### src/rtl/serial_adder.sv
// Bit-serial adder: one full-adder cell plus a carry flip-flop, LSB first.
// An addition takes WIDTH cycles in RUN, followed by a single DONE cycle.
//   clk   : clock, rising edge
//   rst   : synchronous, active-high reset
//   start : begin an addition (sampled in IDLE or DONE)
//   a, b  : operands, cin: carry-in (sampled with start)
//   busy  : high in RUN
//   done  : one-cycle pulse when s/c have just been updated
//   s, c  : registered sum and carry-out of a+b+cin
module serial_adder #(
  parameter int unsigned WIDTH = 8
) (
  input  logic             clk,
  input  logic             rst,
  input  logic             start,
  input  logic [WIDTH-1:0] a,
  input  logic [WIDTH-1:0] b,
  input  logic             cin,
  output logic             busy,
  output logic             done,
  output logic [WIDTH-1:0] s,
  output logic             c
);

  localparam int unsigned CW = $clog2(WIDTH) + 1;

  typedef enum logic [1:0] {
    IDLE = 2'd0,
    RUN  = 2'd1,
    DONE = 2'd2
  } state_t;

  state_t           state_q, state_d;
  logic [WIDTH-1:0] opa_q, opb_q;
  logic [WIDTH-1:0] s_q;
  logic [WIDTH-1:0] sum_d;
  logic [CW-1:0]    cnt_q;
  logic             carry_q, c_q;
  logic             fa_sum, fa_carry, last_bit;

  // Full-adder cell on the operand LSBs.
  always_comb begin
    fa_sum   = opa_q[0] ^ opb_q[0] ^ carry_q;
    fa_carry = (opa_q[0] & opb_q[0]) | (opa_q[0] & carry_q) | (opb_q[0] & carry_q);
    last_bit = (cnt_q == CW'(WIDTH - 1));
  end

  // Internal sum shift register keeps only the WIDTH-1 bits already produced;
  // the bit being produced now completes the word, so no register bit is ever
  // shifted out unused and WIDTH=1 needs no storage at all.
  if (WIDTH == 1) begin : g_w1
    always_comb sum_d = fa_sum;
  end else begin : g_wn
    logic [WIDTH-2:0] sum_q;

    always_comb sum_d = {fa_sum, sum_q};

    always_ff @(posedge clk) begin
      if (rst) begin
        sum_q <= '0;
      end else if (state_q == RUN) begin
        sum_q <= sum_d[WIDTH-1:1];
      end
    end
  end

  // State register.
  always_ff @(posedge clk) begin
    if (rst) begin
      state_q <= IDLE;
    end else begin
      state_q <= state_d;
    end
  end

  // Next-state logic.
  always_comb begin
    state_d = state_q;
    case (state_q)
      IDLE:    if (start) state_d = RUN;
      RUN:     if (last_bit) state_d = DONE;
      DONE:    state_d = start ? RUN : IDLE;
      default: state_d = IDLE;
    endcase
  end

  // Datapath: operand load, serial shifting, result capture.
  always_ff @(posedge clk) begin
    if (rst) begin
      opa_q   <= '0;
      opb_q   <= '0;
      carry_q <= 1'b0;
      cnt_q   <= '0;
      s_q     <= '0;
      c_q     <= 1'b0;
    end else begin
      case (state_q)
        IDLE, DONE: begin
          if (start) begin
            opa_q   <= a;
            opb_q   <= b;
            carry_q <= cin;
            cnt_q   <= '0;
          end
        end
        RUN: begin
          opa_q   <= opa_q >> 1;
          opb_q   <= opb_q >> 1;
          carry_q <= fa_carry;
          cnt_q   <= cnt_q + 1'b1;
          if (last_bit) begin
            s_q <= sum_d;
            c_q <= fa_carry;
          end
        end
        default: ;
      endcase
    end
  end

  // Outputs.
  always_comb begin
    busy = (state_q == RUN);
    done = (state_q == DONE);
    s    = s_q;
    c    = c_q;
  end

endmodule

### config.mk
export PLATFORM = sky130hd
export DESIGN_NAME = serial_adder
export DESIGN_NICKNAME = d
export VERILOG_FILES = /design/src/rtl/serial_adder.sv
export SDC_FILE = /design/constraint.sdc
export NUM_CORES = 1
export LEC_CHECK = 0
export BUFFER_PORTS_ARGS = -buffer_cell sky130_fd_sc_hd__clkbuf_2
export CORE_MARGIN = 1.5
export CORE_UTILIZATION = 55
export CTS_BUF_LIST = sky130_fd_sc_hd__clkbuf_8
export CTS_CLUSTER_SIZE = 12
export DETAILED_ROUTE_END_ITERATION = 6
export PLACE_DENSITY_LB_ADDON = 0.12
export SETUP_SLACK_MARGIN = 0.1
export SYNTH_ARGS = -nofsm -noshare
export SYNTH_HDL_FRONTEND = slang
export SYNTH_SLANG_ARGS = --single-unit
### constraint.sdc
create_clock -name clk -period 1.4 [get_ports clk]
set_input_delay 0.14 -clock clk [delete_from_list [all_inputs] [get_ports clk]]
set_output_delay 0.14 -clock clk [all_outputs]
set_load 0.01 [all_outputs]
==> metrics.log <==
[metrics] worst hold margin: 68.1 ps
[metrics] run status: complete, no violations
[metrics] Synthesized Nets: 201
[metrics] detailed-route DRC error count: 0
[metrics] post-synthesis sequential area ratio: 46.8%
[metrics] dominant cells by area after synthesis: sky130_fd_sc_hd__dfxtp_1, sky130_fd_sc_hd__a21oi_1, sky130_fd_sc_hd__nand2b_1, sky130_fd_sc_hd__a22oi_1, sky130_fd_sc_hd__nand3_1
[metrics] buffer type at the clock tree root: sky130_fd_sc_hd__clkbuf_8
[metrics] setup slack of the critical path after layout: 149 ps
[metrics] Detailed Routing Iterations Pass 1: 5
[metrics] Std-Cell Rows: 19
[metrics] kind of capture point of the worst setup path: register
[metrics] cell depth of the worst flop-to-flop path: 5
[metrics] sum of negative setup slack: 0 ps
[metrics] Min Clock Period, post-route: 1250 ps
[metrics] maximum clock frequency: 800 MHz
[metrics] die area: 3370 sq um
[metrics] peak fanout along the critical path: 4
[metrics] total power per unit cell area: 1070 nW/um^2
[metrics] final cycle utilization of the critical path: 89.3%
[metrics] number of top-level design ports: 31
[metrics] worst setup path category: reg2reg
[metrics] antenna violations before repair: 0
[metrics] number of stages on the worst hold path: 3
[metrics] clk slew on worst S/H paths: 80 ps
[metrics] leakage power: 0.000798 uW
[metrics] antenna diode count: 0
[metrics] Max VDD drop: 0.000854 V
[metrics] Pins Over Slew Limit: 0
[metrics] post-detail-place hpwl: 2.23 mm
[metrics] initial core utilization: 59.5%
[metrics] measured slew at the worst slew-check pin: 369 ps
[metrics] wire length per cell after detailed routing: 14.0 um
[metrics] wire length after detailed routing: 3.47 mm
[metrics] Via-to-Cell Ratio: 5.73
[metrics] synthesized area per cell: 9.32 sq um
[metrics] setup slack at placement: 84.0 ps
[metrics] worst-case headroom to the max-slew limit: 75.4%
[metrics] number of warnings reported in the yosys synthesis log: 0
[metrics] total CTS buffers: 5
[metrics] post-synthesis sequential element count: 39
[metrics] NumNets Final: 238
[metrics] number of H-tree branching levels: 2
[metrics] leading area contributor after synthesis: sky130_fd_sc_hd__dfxtp_1
[metrics] ratio of cells with drive above 1 in the final layout: 29.0%
[metrics] fraction of registers with async set/reset: 0%
[metrics] number of instances in the synthesized netlist: 179
[metrics] Routed Antenna Nets: 0
[metrics] Final Power: 2170 uW
[metrics] worst setup skew after layout: 3.66 ps
[metrics] vias in the first global route: 1320
[metrics] RSZ-0062 raised after global routing: false
[metrics] global routing usage summed across all routing layers: 21.6%
[metrics] Chip Height: 58.1 um
[metrics] data arrival time of the critical path: 1470 ps
[metrics] maximum number of pins on one net before global-route repair: 22
[metrics] WP data required: 1620 ps
[metrics] cell area after synthesis: 1670 sq um
[metrics] overflow left after global routing: 0
[metrics] area added between synthesis and finish: 21.4%
[metrics] final count of negative-setup-slack endpoints: 0
[metrics] final RePlAce weighted congestion: 0.757
[metrics] buffers from clock root to sink, at most: 2
[metrics] number of buffers added on ports: 30
[metrics] critical path startpoint category: register
[metrics] number of sinks on the clock net: 39
[metrics] floorplan core area: 2810 sq um
[metrics] Worst-Skew Late Latency: 280 ps
[metrics] global-route wire length before repair: 5.54 mm
[metrics] Detailed Route Iter0 Violations: 71
[metrics] count of cell types in the netlist: 24
[metrics] Hold Fails Final Rpt: 0
[metrics] Hold WC Path Type: in2reg
[metrics] number of buffers added to fix hold violations after cts: 0
[metrics] Max Cap Violations: 0
[metrics] dominant synthesized flop cell: sky130_fd_sc_hd__dfxtp_1
[metrics] number of synthesized flops with an enable pin: 0
[metrics] clock tree from TritonCTS: yes
[metrics] total number of vias: 1421
[metrics] DIE WIDTH: 58.1 um
[metrics] portion of synthesized cell area occupied by the leading cell type: 46.8%
power by group:
group,switching (uW),internal (uW)
Sequential,27.3,1150
Combinational,144,120
Clock,381,341
cells in the mapped netlist, drive strengths merged (2+ instances only):
library cell   n
nor2           2
nand2         17
nand3         19
dfxtp         39
nor2b          2
a22oi         15
clkbuf         6
mux2           2
mux2i          9
nand2b        21
a21oi         28
buf           10
final cells by class:
cell class / count / area, sq um
clock buffers: 5 / 68.8
clock inverters: 3 / 16.3
fillers: 210 / 781
inverters: 1 / 6.26
multi-input cells: 123 / 798
flip-flops and latches: 39 / 785
well taps: 31 / 38.8
repair buffers: 46 / 312
critical path, cell delays in order, from the launching register on:
cell                        delay, ps
sky130_fd_sc_hd__dfxtp_1          310
sky130_fd_sc_hd__nand2b_4         150
sky130_fd_sc_hd__inv_4             80
sky130_fd_sc_hd__and4b_2          310
sky130_fd_sc_hd__clkbuf_16        170
sky130_fd_sc_hd__mux2i_1          170
state kept, by name (all words and copies together) (netlist names):
register    flops
c               1
carry_q         1
cnt_q           4
g_wn.sum_q      7
opa_q           8
opb_q           8
s               8
state_q         2
per-stage QoR:
step	utilization (%)	std cells	instance area, sq um
after floorplan	-	179	1670
after global placement	66.4	237	1860
after detailed placement	66.4	237	1860
after CTS	70.0	247	1960
after global routing	72.2	248	2020
final	72.2	248	2020
routing by layer:
layer,wire length (um),GRT usage [%],vias up
met4,34,11.3,0
met2,1760,37.3,41
met5,0,0,-
met3,145,4.69,4
met1,1530,24.8,681
li1,-,-,695
what timing repair did:
item | CTS | global route
pin swaps | 0 | 1
resized for setup | 0 | 11
endpoints found under the setup margin | 11 | 31
cloned | 0 | 1
setup buffers | 2 | 0
final timing paths:
| kind | slack [ps] | start | endpoint |
|---|---|---|---|
| hold / removal | 70 | a[7] | opa_q[7] |
| setup / recovery | 150 | state_q[1] | s[1] |
| hold reg to reg | 460 | g_wn.sum_q[0] | g_wn.sum_q[0] |
| setup reg to reg | 150 | state_q[1] | s[1] |
cells in the final DEF, fill, tap and decap left out, types with 2 or more instances in the layout:
master	n
sky130_fd_sc_hd__a21oi_1	28
sky130_fd_sc_hd__a22oi_1	15
sky130_fd_sc_hd__buf_4	11
sky130_fd_sc_hd__buf_6	3
sky130_fd_sc_hd__clkbuf_2	30
sky130_fd_sc_hd__clkbuf_8	5
sky130_fd_sc_hd__dfxtp_1	36
sky130_fd_sc_hd__dfxtp_2	3
sky130_fd_sc_hd__mux2_4	2
sky130_fd_sc_hd__mux2i_1	9
sky130_fd_sc_hd__nand2_1	17
sky130_fd_sc_hd__nand2b_1	20
sky130_fd_sc_hd__nand3_1	19
sky130_fd_sc_hd__nor2_1	2
sky130_fd_sc_hd__nor2b_1	2
cells by family after synthesis:
group | after synthesis | share of synthesized area, %
multiplexers | 11 | 7.20
AO/OA/AOI/OAI | 44 | 15.6
adder cells (fa/ha/maj) | 2 | 1.95
buffers and inverters | 17 | 6.60
AND/OR/NAND/NOR | 66 | 21.8
flip-flops | 39 | 46.8
Power figures use the tool's default switching activity.
